### config.mk
export PLATFORM = sky130hd
export DESIGN_NAME = srm_controller
export DESIGN_NICKNAME = d
export VERILOG_FILES = /design/src/rtl/srm_ctrl_pkg.sv /design/src/rtl/srm_instr_decoder.sv /design/src/rtl/srm_controller.sv
export SDC_FILE = /design/constraint.sdc
export NUM_CORES = 1
export LEC_CHECK = 0
export ABC_AREA = 1
export BUFFER_PORTS_ARGS = -buffer_cell sky130_fd_sc_hd__buf_2
export CAP_MARGIN = 20
export CORE_ASPECT_RATIO = 1.1
export CORE_UTILIZATION = 40
export CTS_CLUSTER_SIZE = 12
export DETAILED_ROUTE_END_ITERATION = 10
export PLACE_DENSITY = 0.69
export RECOVER_POWER = 25
export SKIP_CTS_REPAIR_TIMING = 1
export SLEW_MARGIN = 5
export SYNTH_ARGS = -nofsm -noshare
export SYNTH_HDL_FRONTEND = slang
export SYNTH_HIERARCHICAL = 1
export SYNTH_SLANG_ARGS = --single-unit
### constraint.sdc
create_clock -name clk -period 1.9 [get_ports clk]
set_input_delay 0.38 -clock clk [delete_from_list [all_inputs] [get_ports clk]]
set_output_delay 0.38 -clock clk [all_outputs]
set_load 0.005 [all_outputs]
### src/rtl/srm_ctrl_pkg.sv
// Shared types and encodings for the Simple RISC Machine controller.
// Optional retire counter is enabled with SRM_RETIRE_COUNT_EN.
package srm_ctrl_pkg;

  typedef enum logic [2:0] {
    S_WAIT,
    S_DECODE,
    S_GET_A,
    S_GET_B,
    S_ALU,
    S_WRITE_REG,
    S_WRITE_IMM
  } state_e;

  typedef enum logic [2:0] {
    CLS_ILLEGAL,
    CLS_MOV_IMM,
    CLS_MOV_REG,
    CLS_ADD,
    CLS_CMP,
    CLS_AND,
    CLS_MVN
  } cls_e;

  localparam logic [2:0] OPC_MOV    = 3'b110;
  localparam logic [2:0] OPC_ALU    = 3'b101;

  localparam logic [1:0] OP_MOV_IMM = 2'b10;
  localparam logic [1:0] OP_MOV_REG = 2'b00;
  localparam logic [1:0] OP_ADD     = 2'b00;
  localparam logic [1:0] OP_CMP     = 2'b01;
  localparam logic [1:0] OP_AND     = 2'b10;
  localparam logic [1:0] OP_MVN     = 2'b11;

  localparam logic [1:0] VSEL_C     = 2'b00;
  localparam logic [1:0] VSEL_PC    = 2'b01;
  localparam logic [1:0] VSEL_IMM   = 2'b10;
  localparam logic [1:0] VSEL_MDATA = 2'b11;

endpackage

### src/rtl/srm_instr_decoder.sv
// Combinational instruction decoder: splits IR into fields, sign-extends
// the 8-bit immediate and classifies the encoding.
module srm_instr_decoder
  import srm_ctrl_pkg::*;
#(
  parameter int unsigned DATA_W = 16
) (
  input  logic [15:0]       ir_i,
  output logic [2:0]        rn_o,
  output logic [2:0]        rd_o,
  output logic [2:0]        rm_o,
  output logic [1:0]        sh_o,
  output logic [1:0]        op_o,
  output logic [DATA_W-1:0] sximm8_o,
  output cls_e              cls_o,
  output logic              legal_o
);

  logic [2:0] opc;

  assign opc      = ir_i[15:13];
  assign op_o     = ir_i[12:11];
  assign rn_o     = ir_i[10:8];
  assign rd_o     = ir_i[7:5];
  assign sh_o     = ir_i[4:3];
  assign rm_o     = ir_i[2:0];
  assign sximm8_o = {{(DATA_W-8){ir_i[7]}}, ir_i[7:0]};

  always_comb begin
    cls_o = CLS_ILLEGAL;
    case ({opc, op_o})
      {OPC_MOV, OP_MOV_IMM}: cls_o = CLS_MOV_IMM;
      {OPC_MOV, OP_MOV_REG}: cls_o = CLS_MOV_REG;
      {OPC_ALU, OP_ADD}:     cls_o = CLS_ADD;
      {OPC_ALU, OP_CMP}:     cls_o = CLS_CMP;
      {OPC_ALU, OP_AND}:     cls_o = CLS_AND;
      {OPC_ALU, OP_MVN}:     cls_o = CLS_MVN;
      default:               cls_o = CLS_ILLEGAL;
    endcase
  end

  assign legal_o = (cls_o != CLS_ILLEGAL);

endmodule

### src/rtl/srm_controller.sv
// IR, decoder and multi-cycle control FSM driving the SRM datapath.
// Define SRM_RETIRE_COUNT_EN to add the `retired` instruction counter port.
module srm_controller
  import srm_ctrl_pkg::*;
#(
  parameter int unsigned DATA_W = 16
) (
  input  logic              clk,
  input  logic              reset_n,
  input  logic              s,
  input  logic              load,
  input  logic [15:0]       instr,
  output logic              w,
  output logic [2:0]        readnum,
  output logic [2:0]        writenum,
  output logic              write,
  output logic [1:0]        vsel,
  output logic              loada,
  output logic              loadb,
  output logic              loadc,
  output logic              loads,
  output logic              asel,
  output logic              bsel,
  output logic [1:0]        shift,
  output logic [1:0]        ALUop,
  output logic [DATA_W-1:0] sximm8,
  output logic              illegal
`ifdef SRM_RETIRE_COUNT_EN
  ,
  output logic [15:0]       retired
`endif
);

  state_e      state_q, state_d;
  logic [15:0] ir_q, ir_d;

  logic [2:0]  rn, rd, rm;
  logic [1:0]  sh, op;
  cls_e        cls;
  logic        legal;

  srm_instr_decoder #(
    .DATA_W (DATA_W)
  ) u_dec (
    .ir_i     (ir_q),
    .rn_o     (rn),
    .rd_o     (rd),
    .rm_o     (rm),
    .sh_o     (sh),
    .op_o     (op),
    .sximm8_o (sximm8),
    .cls_o    (cls),
    .legal_o  (legal)
  );

  assign shift = sh;
  // MOV Rd,Rm runs through the adder with A forced to zero.
  assign ALUop = (cls == CLS_MOV_REG) ? OP_ADD : op;

  always_ff @(posedge clk or negedge reset_n) begin
    if (!reset_n) begin
      state_q <= S_WAIT;
      ir_q    <= '0;
    end else begin
      state_q <= state_d;
      ir_q    <= ir_d;
    end
  end

  always_comb begin
    state_d  = state_q;
    ir_d     = ir_q;
    w        = 1'b0;
    readnum  = '0;
    writenum = '0;
    write    = 1'b0;
    vsel     = VSEL_C;
    loada    = 1'b0;
    loadb    = 1'b0;
    loadc    = 1'b0;
    loads    = 1'b0;
    asel     = 1'b0;
    bsel     = 1'b0;
    illegal  = 1'b0;

    case (state_q)
      S_WAIT: begin
        w = 1'b1;
        if (load) ir_d = instr;
        if (s) state_d = S_DECODE;
      end
      S_DECODE: begin
        if (!legal) begin
          illegal = 1'b1;
          state_d = S_WAIT;
        end else begin
          case (cls)
            CLS_MOV_IMM:                 state_d = S_WRITE_IMM;
            CLS_MOV_REG, CLS_MVN:        state_d = S_GET_B;
            default:                     state_d = S_GET_A;
          endcase
        end
      end
      S_GET_A: begin
        readnum = rn;
        loada   = 1'b1;
        state_d = S_GET_B;
      end
      S_GET_B: begin
        readnum = rm;
        loadb   = 1'b1;
        state_d = S_ALU;
      end
      S_ALU: begin
        asel = (cls == CLS_MOV_REG) || (cls == CLS_MVN);
        if (cls == CLS_CMP) begin
          loads   = 1'b1;
          state_d = S_WAIT;
        end else begin
          loadc   = 1'b1;
          state_d = S_WRITE_REG;
        end
      end
      S_WRITE_REG: begin
        writenum = rd;
        vsel     = VSEL_C;
        write    = 1'b1;
        state_d  = S_WAIT;
      end
      S_WRITE_IMM: begin
        writenum = rn;
        vsel     = VSEL_IMM;
        write    = 1'b1;
        state_d  = S_WAIT;
      end
      default: state_d = S_WAIT;
    endcase
  end

`ifdef SRM_RETIRE_COUNT_EN
  logic [15:0] retired_q, retired_d;
  logic        retire;

  // Each of these states is always followed by WAIT, so this marks entry to WAIT.
  assign retire = (state_q == S_WRITE_REG) || (state_q == S_WRITE_IMM) ||
                  ((state_q == S_ALU) && (cls == CLS_CMP));

  always_comb begin
    retired_d = retired_q;
    if (retire) retired_d = retired_q + 16'd1;
  end

  always_ff @(posedge clk or negedge reset_n) begin
    if (!reset_n) retired_q <= '0;
    else          retired_q <= retired_d;
  end

  assign retired = retired_q;
`endif

endmodule

# After elaboration in Yosys (flattened, before gate mapping)
# Cells that the tools add are included.
# op_classes
n_addsub	0
n_mul	0
n_div	0
n_lt_le_gt_ge	0
eq_ne	17
n_shift	0
n_mux	21
n_bitwise	0
n_reduce_logical	6
# op_table
op	n
$eq 5x5->1 const B	6
$pmux 3 s2	3
$pmux 3 s6	1
$eq 3x3->1 const B	5
$pmux 3 s5	1
$mux 1	11
$eq 3x2->1 const B	3
$mux 3	3
$eq 3x1->1 const B	2
$mux 2	2
$reduce_or 2->1	2
$logic_not 3->1	1
$reduce_bool 3->1	1
$ne 2x2->1 const B	1
$reduce_and 2->1	1
$logic_or 1x1->1	1
# totals
regBits	19
latch_bits	0
ram_bits	0
mem_bits_ro	0
in_bits	20
out_inout_bits	37
word_cells	46
mem_count	0

# Depth between registers and ports, before layout
# Gate-level depths: netlist of run 1.
# depth
depth_word	7
mapped_depth	11
depth_no_buf	11

# Cells and area by module
# Netlist of run 1, hierarchy kept.
# modules_own_cells
module	instances	cells_per_inst	area_per_inst_um2	seq_area_each_um2
srm_controller	1	135	1016.0	475.5
srm_instr_decoder	1	48	307.8	0.0

# Worst setup path before layout of run 1
# OpenSTA, ideal clock, no wires.
# synth_timing
path_type	reg-to-output
from	register ir_q[11]
to	output port ALUop[0]
arrival_time_ns	1.077
required_time_ns	1.520
slack_ns	0.443
stages_incl_launch_ff	7
path_buffers	0
cell_sequence	dfrtp_1 > nor2_1 > nand3_1 > nand3_1 > nand2_1 > o21ai_0 > inv_1
# synth_between
elab_chain_cells	4
word_cells_on_any_way	9
classes_between	eq/ne: 7; mux: 2
# synth_rtl
element	line_no	rtl
from (decl)	srm_controller.sv:35	logic [15:0] ir_q, ir_d;
from (signal assigned)	srm_controller.sv:66	ir_q <= ir_d;
$eq 5x5->1	srm_instr_decoder.sv:31	case ({opc, op_o})
$pmux 3 s6 (*)	srm_instr_decoder.sv:31	
net cls[1]	srm_controller.sv:39	cls_e cls;
$eq 3x2->1 (*)	srm_controller.sv:58	assign ALUop = (cls == CLS_MOV_REG) ? OP_ADD : op;
$mux 2 (*)	srm_controller.sv:58	
to (decl)	srm_controller.sv:25	output logic [1:0] ALUop,
# The timed path passes the listed nets; every way through them passes the cells marked *.

# Final worst setup path of run 1
# layout_timing
from	register ir_q[11]
to	output port ALUop[1]
# The elaborated chain is that of the path after synthesis.

==> impl_metrics.env, run 1 <==
export IMPL_cp_data_arrival_time_ns=1.54
export IMPL_drive_above_1_share_pct=40.8
export IMPL_vias=1174
export IMPL_slew_headroom_pct=33.1
export IMPL_synth_cell_types=21
export IMPL_port_buffers=54
export IMPL_switching_share_pct=46.0
export IMPL_grt_max_degree=20
export IMPL_cts_buffer_depth=2
export IMPL_path_max_fanout=6
export IMPL_area_growth_syn_to_layout_pct=12.9
export IMPL_die_height_um=62.3
export IMPL_period_share_pct=101
export IMPL_core_um2=3100
export IMPL_cts_tree="yes"
export IMPL_hold_violations=0
export IMPL_diodes=0
export IMPL_hp_class="in2async"
export IMPL_wl_per_cell_um=11.1
export IMPL_hpwl_um=1950
export IMPL_setup_viol=2
export IMPL_p_int_uw=1270
export IMPL_end_kind="output pin"
export IMPL_grt_use_met2_pct=24.7
export IMPL_io_pins=57
export IMPL_fin_ws_ns=-0.0157
export IMPL_viasPerCell=4.75
export IMPL_p_leak_uw=0.000890
export IMPL_gp_congestion=0.784
export IMPL_grt_busiest_layer="met2"
export IMPL_overflow=0
export IMPL_p_sw_uw=1080
export IMPL_max_cap_violations=0
export IMPL_cts_made_buffers=3
export IMPL_syn_cell_area_um2=1320
export IMPL_rsz0062_at_grt="yes"
export IMPL_wirelength_um=2740
export IMPL_ys_seq_elements=19
export IMPL_grt_use_met3_pct=2.50
export IMPL_violations="design-rule violations, negative setup slack"
export IMPL_synth_seq_area_share_pct=35.9
export IMPL_ir_drop_mv=0.688
export IMPL_clk_latency_ns=0.30
export IMPL_cp_start_kind="register"
export IMPL_remaining_drc_errors=6
export IMPL_slew_violations=0
export IMPL_multi_input_area_um2=533
export IMPL_h_tree_depth=1
export IMPL_fill_cells=339
export IMPL_clkSinkCount=19
export IMPL_num_rows=21
export IMPL_critPathKind="reg2out"
export IMPL_fin_worst_skew_ns=0.00443
export IMPL_grt_antenna_before_repair=0
export IMPL_clock_fmax_mhz=522
export IMPL_synthCells=183
export IMPL_cts_root_buffer="clkbuf_4"
export IMPL_grt_pass1_wl_um=4280
export IMPL_drt_initial_drc_count=63
export IMPL_grt_pass1_vias=986
export IMPL_avgSynthCellArea_um2=7.23
export IMPL_die_w_um=56.9
export IMPL_p_seq_share_pct=36.6
export IMPL_worst_pin_slew_ns=1.00
export IMPL_fin_nets=234
export IMPL_clk_pin_slew_ns=0.11
export IMPL_grt_met1_usage_pct=19.7
export IMPL_drt_pass1_iterations=7
export IMPL_grt_use_total_pct=15.3
export IMPL_p_clk_share_pct=8.8
export IMPL_p_per_area_nw_per_um2=1570
export IMPL_dieArea_um2=3540
export IMPL_comb_power_share_pct=54.6
export IMPL_critical_path_required_ns=1.52
export IMPL_start_util_pct=42.7
export IMPL_register_area_um2=482
export IMPL_drt_antenna_violating_nets=0
export IMPL_synth_warnings=6
export IMPL_min_period_ns=1.92
export IMPL_power_uw=2350
export IMPL_totalNegativeSetupSlack_ns=-0.0292
export IMPL_status="finished with violations"
worst paths after layout:
| kind | slack, ns | endpoint | depth (start not counted) | start |
|---|---|---|---|---|
| max reg2reg | 0.49 | state_q[0]$_DFFE_PN0P_ | 11 | ir_q[12]$_DFFE_PN0P_ |
| min in group clk | 0.30 | ir_q[8]$_DFFE_PN0P_ | 3 | instr[8] |
| max in group asynchronous | 1.01 | ir_q[11]$_DFFE_PN0P_ | 1 | reset_n |
| min reg2reg | 0.48 | ir_q[9]$_DFFE_PN0P_ | 2 | ir_q[9]$_DFFE_PN0P_ |
| max | -0.02 | ALUop[1] | 7 | ir_q[11]$_DFFE_PN0P_ |
| min | 0.21 | ir_q[6]$_DFFE_PN0P_ | 1 | reset_n |
metrics by stage:
step           setup slack (ns)  area [µm²]  cells  hold WS (ns)  util, %
2_1_floorplan             0.443        1330    184        0.0844        -
3_3_place_gp              0.297        1370    237         0.338     44.3
3_5_place_dp              0.242        1370    237         0.343     44.3
4_1_cts                 -0.0962        1400    241        0.0107     45.1
5_1_grt                  -0.159        1500    247         0.302     48.2
6_report                -0.0157        1500    247         0.215     48.2
per-layer routing:
| metal | wire length, µm | up-vias |
|---|---|---|
| li1 | - | 599 |
| met4 | 42 | 0 |
| met3 | 140 | 4 |
| met1 | 1150 | 537 |
| met2 | 1400 | 34 |
| met5 | 0 | - |
area by class of cell:
cell class	instances	share of cell area, %
clock buffers	4	1.76
inverters	22	5.52
multi-input cells	106	35.6
flip-flops and latches	19	32.2
well taps	34	2.85
repair buffers	62	22.0
cells in the final DEF, fill, tap and decap left out, types with 2 or more instances in the layout:
| cell type | Yosys | final |
|---|---|---|
| buf_2 | 1 | 53 |
| nand2_1 | 49 | 48 |
| nand3_1 | 27 | 24 |
| inv_1 | 20 | 18 |
| dfrtp_1 | 19 | 14 |
| buf_4 | 32 | 8 |
| nor2_1 | 11 | 7 |
| dfrtp_2 | 0 | 5 |
| inv_2 | 2 | 4 |
| o21ai_1 | 4 | 4 |
| nor2_2 | 1 | 4 |
| o22ai_1 | 3 | 3 |
| clkbuf_4 | 0 | 3 |
| nand3_2 | 0 | 3 |
| nor3_4 | 1 | 2 |
| o21ai_2 | 0 | 2 |
| conb_1 | 1 | 2 |
| clkbuf_1 | 1 | 2 |
| nand3b_1 | 2 | 2 |
cells by family (layout without fill, tap and decap cells):
logic type / count (synthesis) / after routing / synth area share (%)
AND/OR/NAND/NOR: 95 / 95 / 32.5
other: 1 / 2 / 0.283
AO/OA/AOI/OAI: 9 / 9 / 3.69
buffers and inverters: 59 / 88 / 27.6
flip-flops: 19 / 19 / 35.9
critical path, cell delays in order, from the launching register on:
cell and delay, ns:
dfrtp_2 0.47, nor2_4 0.16, nand3_1 0.12, nand3_2 0.12
nand2_2 0.09, o21ai_2 0.13, inv_1 0.04, buf_2 0.11
power by group through the flow:
| stage | logic, µW | registers [µW] | clock network (µW) |
|---|---|---|---|
| after global placement | 1150 | 824 | 0 |
| after CTS | 1160 | 825 | 211 |
| after detailed placement | 1150 | 832 | 0 |
| final | 1290 | 860 | 207 |
| after global routing | 1460 | 894 | 230 |
| after floorplan | 1210 | 755 | 0 |
sequential cells by signal, indices dropped and copies added (netlist names):
| name | cells |
|---|---|
| state_q | 3 |
| ir_q | 16 |
cells in the mapped netlist:
master	n	area, µm²
nor2_2	1	6.26
o22ai_1	3	18.8
nor3_1	1	5.00
buf_4	32	240
o21ai_1	4	20.0
nand2_1	49	184
conb_1	1	3.75
dfrtp_1	19	475
nor3_2	1	10.0
nor3_4	1	16.3
buf_6	3	33.8
nor4_1	1	6.26
buf_2	1	5.00
clkbuf_1	1	3.75
nor2_1	11	41.3
nand3b_1	2	15.0
inv_1	20	75.1
nand2_4	1	11.3
inv_2	2	7.51
nand3_1	27	135
o21ai_0	2	10.0
Note: power is estimated with default switching activity, not from simulation.
==> run 2, diff against run 1 <==
--- a/config.mk
+++ b/config.mk
@@ -10,6 +10,7 @@
 export CAP_MARGIN = 20
 export CORE_ASPECT_RATIO = 1.1
 export CORE_UTILIZATION = 40
+export CTS_BUF_LIST = sky130_fd_sc_hd__clkbuf_16
 export CTS_CLUSTER_SIZE = 12
 export DETAILED_ROUTE_END_ITERATION = 10
 export PLACE_DENSITY = 0.69
==> impl_metrics.env, run 2 (synthesized netlist as in run 1, its figures left out) <==
export IMPL_port_buffers=54
export IMPL_rr_worst_depth=4
export IMPL_reg2reg_slack_ns=0.44
export IMPL_overflow=0
export IMPL_wirelength_um=2790
export IMPL_cts_tree="yes"
export IMPL_post_route_util_pct=50.6
export IMPL_fin_nets=234
export IMPL_grt_pass1_vias=992
export IMPL_slew_headroom_pct=32.1
export IMPL_r2r_start="state_q[2]$_DFFE_PN0P_"
export IMPL_finalHoldWorstSlack_ns=0.283
export IMPL_drt_initial_drc_count=74
export IMPL_cp_start_kind="register"
export IMPL_grt_max_degree=20
export IMPL_rsz0062_at_grt="yes"
export IMPL_hold_violations=0
export IMPL_grt_pass1_wl_um=4290
export IMPL_violations="design-rule violations"
export IMPL_cts_root_buffer="clkbuf_16"
export IMPL_clk_pin_slew_ns=0.05
export IMPL_viasPerCell=4.74
export IMPL_r2r_end="ir_q[15]$_DFFE_PN0P_"
export IMPL_cts_made_buffers=3
export IMPL_status="finished with violations"
export IMPL_area_growth_syn_to_layout_pct=18.6
export IMPL_h_tree_depth=1
export IMPL_fin_worst_skew_ns=0.00326
export IMPL_regMostFlops="ir_q"
export IMPL_critPathKind="reg2out"
export IMPL_period_share_pct=98.0
export IMPL_drive_above_1_share_pct=42.3
export IMPL_p_leak_uw=0.000919
export IMPL_setup_viol=0
export IMPL_fill_cells=323
export IMPL_die_w_um=56.9
export IMPL_drt_pass1_iterations=7
export IMPL_min_period_ns=1.86
export IMPL_hp_class="in2async"
export IMPL_remaining_drc_errors=6
export IMPL_end_kind="output pin"
export IMPL_grt_use_total_pct=15.5
export IMPL_diodes=0
export IMPL_max_cap_violations=0
export IMPL_clk_latency_ns=0.25
export IMPL_start_util_pct=42.7
export IMPL_gp_congestion=0.784
export IMPL_core_um2=3100
export IMPL_critical_path_required_ns=1.52
export IMPL_final_common_cell="buf_2"
export IMPL_vias=1170
export IMPL_num_rows=21
export IMPL_hpwl_um=1950
export IMPL_layout_common_cells="52 x buf_2, 47 x nand2_1, 24 x nand3_1"
export IMPL_placed_area_um2=1370
export IMPL_clkSinkCount=19
export IMPL_fin_area_um2=1570
export IMPL_ir_drop_mv=0.814
export IMPL_io_pins=57
export IMPL_drt_antenna_violating_nets=0
export IMPL_path_max_fanout=6
export IMPL_die_height_um=62.3
export IMPL_clock_fmax_mhz=537
export IMPL_dieArea_um2=3540
export IMPL_largest_reg_flops=16
export IMPL_wl_per_cell_um=11.3
export IMPL_largestRegisters="ir_q: 16 flops, state_q: 3 flops"
export IMPL_slew_violations=0
export IMPL_worst_pin_slew_ns=1.02
export IMPL_cp_data_arrival_time_ns=1.48
export IMPL_p_per_area_nw_per_um2=1670
export IMPL_grt_antenna_before_repair=0
export IMPL_cts_buffer_depth=2
==> run 2: report_power, final <==
part | leakage (µW) | switching [µW] | internal, µW
clock network | 0.0000423 | 141 | 280
logic | 0.000644 | 732 | 605
registers | 0.000232 | 262 | 611
total | 0.000919 | 1130 | 1500
==> run 2: how the worst max path moves through the flow <==
stage	start	end	slack [ns]	cells past startpoint
after CTS	ir_q[11]$_DFFE_PN0P_	ALUop[1]	-0.03	7
final	ir_q[11]$_DFFE_PN0P_	loadc	0.04	8
after global routing	ir_q[13]$_DFFE_PN0P_	loadc	-0.12	9
after detailed placement	ir_q[11]$_DFFE_PN0P_	ALUop[1]	0.24	7
after floorplan	ir_q[11]$_DFFE_PN0P_	ALUop[0]	0.44	6
after global placement	ir_q[11]$_DFFE_PN0P_	ALUop[0]	0.30	7
==> run 2: layout make-up <==
cell class | count | area [µm²] | area share (%)
Clock buffer | 3 | 75.1 | 4.78
Timing Repair Buffer | 62 | 335 | 21.4
Tap cell | 34 | 42.5 | 2.71
Sequential cell | 19 | 480 | 30.6
Clock inverter | 1 | 3.75 | 0.239
Inverter | 22 | 82.6 | 5.26
Multi-Input combinational cell | 106 | 551 | 35.1
==> run 2: routing by layer <==
metal	part of all wire, %	track usage, %
met1	39	19.9
met2	53	24.9
met3	6.0	1.88
met4	1.8	9.15
met5	0	0
==> run 2: stage by stage <==
step	setup TNS (ns)	total power, µW	cells	setup slack, ns
2_1_floorplan	0	1970	184	0.443
3_3_place_gp	0	1970	237	0.297
3_5_place_dp	0	1980	237	0.242
4_1_cts	-0.0525	2410	241	-0.0271
5_1_grt	-0.327	2880	247	-0.119
6_report	0	2630	247	0.0383
==> run 2: worst max-delay path: stages (launching register included) <==
cell and delay (ns):
dfrtp_2 0.46, nor2_4 0.16, nand3_1 0.11, nand3_2 0.13, nor2_1 0.06, nand2_1 0.09, nand2_2 0.07, inv_2 0.07
buf_6 0.09
==> run 3, diff against run 2 <==
--- a/config.mk
+++ b/config.mk
@@ -6,13 +6,14 @@
 export NUM_CORES = 1
 export LEC_CHECK = 0
 export ABC_AREA = 1
-export BUFFER_PORTS_ARGS = -buffer_cell sky130_fd_sc_hd__buf_2
+export BUFFER_PORTS_ARGS = -buffer_cell sky130_fd_sc_hd__clkbuf_2
 export CAP_MARGIN = 20
 export CORE_ASPECT_RATIO = 1.1
 export CORE_UTILIZATION = 40
 export CTS_BUF_LIST = sky130_fd_sc_hd__clkbuf_16
 export CTS_CLUSTER_SIZE = 12
 export DETAILED_ROUTE_END_ITERATION = 10
+export GPL_ROUTABILITY_DRIVEN = 0
 export PLACE_DENSITY = 0.69
 export RECOVER_POWER = 25
 export SKIP_CTS_REPAIR_TIMING = 1
==> impl_metrics.env, run 3 (synthesized netlist as in run 1, its figures left out) <==
export IMPL_clk_latency_ns=0.25
export IMPL_slew_violations=0
export IMPL_cp_slowest_stage_delay_ns=0.44
export IMPL_ir_drop_mv=0.869
export IMPL_die_height_um=62.3
export IMPL_cts_buffer_depth=2
export IMPL_p_leak_uw=0.000898
export IMPL_setup_viol=0
export IMPL_hp_class="in2async"
export IMPL_vias=1163
export IMPL_remaining_drc_errors=7
export IMPL_cp_data_arrival_time_ns=1.46
export IMPL_num_rows=21
export IMPL_worst_pin_slew_ns=0.986
export IMPL_start_util_pct=42.7
export IMPL_crit_path_frequent_cell="nand3_2"
export IMPL_wl_per_cell_um=11.0
export IMPL_comb_power_share_pct=50.2
export IMPL_port_buffers=54
export IMPL_violations="design-rule violations"
export IMPL_p_sw_uw=1130
export IMPL_path_cells="nor2_4 -> nand3_2 -> nand3_2 -> nor2_1 -> nand2_1 -> nand2_2 -> inv_2 -> clkbuf_2"
export IMPL_p_seq_share_pct=33.6
export IMPL_end_kind="output pin"
export IMPL_fill_cells=331
export IMPL_max_cap_violations=0
export IMPL_p_per_area_nw_per_um2=1670
export IMPL_grt_use_total_pct=15.5
export IMPL_grt_max_degree=20
export IMPL_switching_share_pct=43.4
export IMPL_status="finished with violations"
export IMPL_p_int_uw=1470
export IMPL_wirelength_um=2720
export IMPL_largestRegisters="ir_q: 16 flops, state_q: 3 flops"
export IMPL_slew_headroom_pct=34.2
export IMPL_grt_pass1_vias=965
export IMPL_io_pins=57
export IMPL_cp_depth=8
export IMPL_path_max_fanout=5
export IMPL_reg2reg_slack_ns=0.43
export IMPL_final_common_cell="clkbuf_2"
export IMPL_drt_pass1_iterations=7
export IMPL_critPathKind="reg2out"
export IMPL_totalNegativeSetupSlack_ns=0
export IMPL_min_period_ns=1.84
export IMPL_crit_family="simple AND/OR/NAND/NOR gates"
export IMPL_cp_start_kind="register"
export IMPL_layout_common_cells="53 x clkbuf_2, 47 x nand2_1, 22 x nand3_1"
export IMPL_cts_root_buffer="clkbuf_16"
export IMPL_r2r_end="state_q[2]$_DFFE_PN0P_"
export IMPL_cts_made_buffers=3
export IMPL_overflow=0
export IMPL_core_um2=3100
export IMPL_die_w_um=56.9
export IMPL_p_clk_share_pct=16.2
export IMPL_regMostFlops="ir_q"
export IMPL_fin_nets=233
export IMPL_drt_initial_drc_count=41
export IMPL_area_growth_syn_to_layout_pct=17.7
export IMPL_diodes=0
export IMPL_period_share_pct=96.7
export IMPL_drive_above_1_share_pct=42.0
export IMPL_drt_antenna_violating_nets=0
export IMPL_clk_pin_slew_ns=0.05
export IMPL_grt_antenna_before_repair=0
export IMPL_clkSinkCount=19
export IMPL_hpwl_um=1950
export IMPL_grt_pass1_wl_um=4370
export IMPL_rsz0062_at_grt="yes"
export IMPL_clock_fmax_mhz=544
export IMPL_viasPerCell=4.73
export IMPL_fin_worst_skew_ns=0.00226
export IMPL_r2r_start="ir_q[13]$_DFFE_PN0P_"
export IMPL_finalHoldWorstSlack_ns=0.274
export IMPL_critical_path_required_ns=1.52
export IMPL_cts_tree="yes"
export IMPL_crit_end="loadc"
export IMPL_rr_worst_depth=11
export IMPL_largest_reg_flops=16
export IMPL_startpoint="ir_q[12]$_DFFE_PN0P_"
export IMPL_hold_violations=0
export IMPL_critPathSlowestCell="dfrtp_2"
export IMPL_crit_buf_inv=2
export IMPL_h_tree_depth=1
export IMPL_dieArea_um2=3540
-- run 3: changes by cell type in the layout (fill, tap and decap cells not counted), moves of 2 or more --
| cell | delta |
|---|---|
| dfrtp_2 | +2 |
| inv_2 | -3 |
| inv_1 | +2 |
| nand3_2 | +2 |
| dfrtp_1 | -2 |
| buf_2 | -52 |
| o21ai_2 | -2 |
| o21ai_1 | +2 |
| nand3_1 | -2 |
| clkbuf_2 | +53 |
-- run 3: how the worst min path moves through the flow --
stage          depth (start not counted)                    to  startpoint
2_1_floorplan                          0   ir_q[0]$_DFFE_PN0P_     reset_n
3_3_place_gp                           1   ir_q[6]$_DFFE_PN0P_     reset_n
4_1_cts                                1   ir_q[6]$_DFFE_PN0P_     reset_n
5_1_grt                                3  ir_q[13]$_DFFE_PN0P_   instr[13]
3_5_place_dp                           1   ir_q[6]$_DFFE_PN0P_     reset_n
6_report                               1   ir_q[6]$_DFFE_PN0P_     reset_n
-- run 3: per-stage QoR --
stage | utilization, % | area (µm²) | worst slack [ns] | std cells | total power (µW)
floorplan | - | 1330 | 0.443 | 184 | 1970
global placement | 44.3 | 1370 | 0.294 | 237 | 1980
detailed placement | 44.3 | 1370 | 0.245 | 237 | 2000
CTS | 46.9 | 1450 | -0.0260 | 241 | 2430
global route | 50.2 | 1560 | -0.0379 | 246 | 2860
finish | 50.2 | 1560 | 0.0624 | 246 | 2610
-- run 3: metal layers --
layer	vias up	part of all wire (%)	track usage, %
met5	-	0	0
met4	0	0.99	5.79
met3	2	4.6	1.25
met2	32	50	24.6
met1	530	44	22.0
li1	599	-	-
-- run 3: final cells by class --
type                            instances  area, µm²  area share, %
Multi-Input combinational cell        106        548           35.2
Sequential cell                        19        483           31.0
Timing Repair Buffer                   61        322           20.6
Inverter                               22       82.6           5.30
Clock buffer                            3       75.1           4.82
Tap cell                               34       42.5           2.73
Clock inverter                          1       5.00          0.321
-- run 3: power groups by stage --
stage                     sequential (µW)  clock (µW)  combinational, µW
after global routing                  914         453               1500
after floorplan                       755           0               1210
after global placement                829           0               1150
final                                 876         422               1310
after detailed placement              836           0               1160
after CTS                             831         430               1170
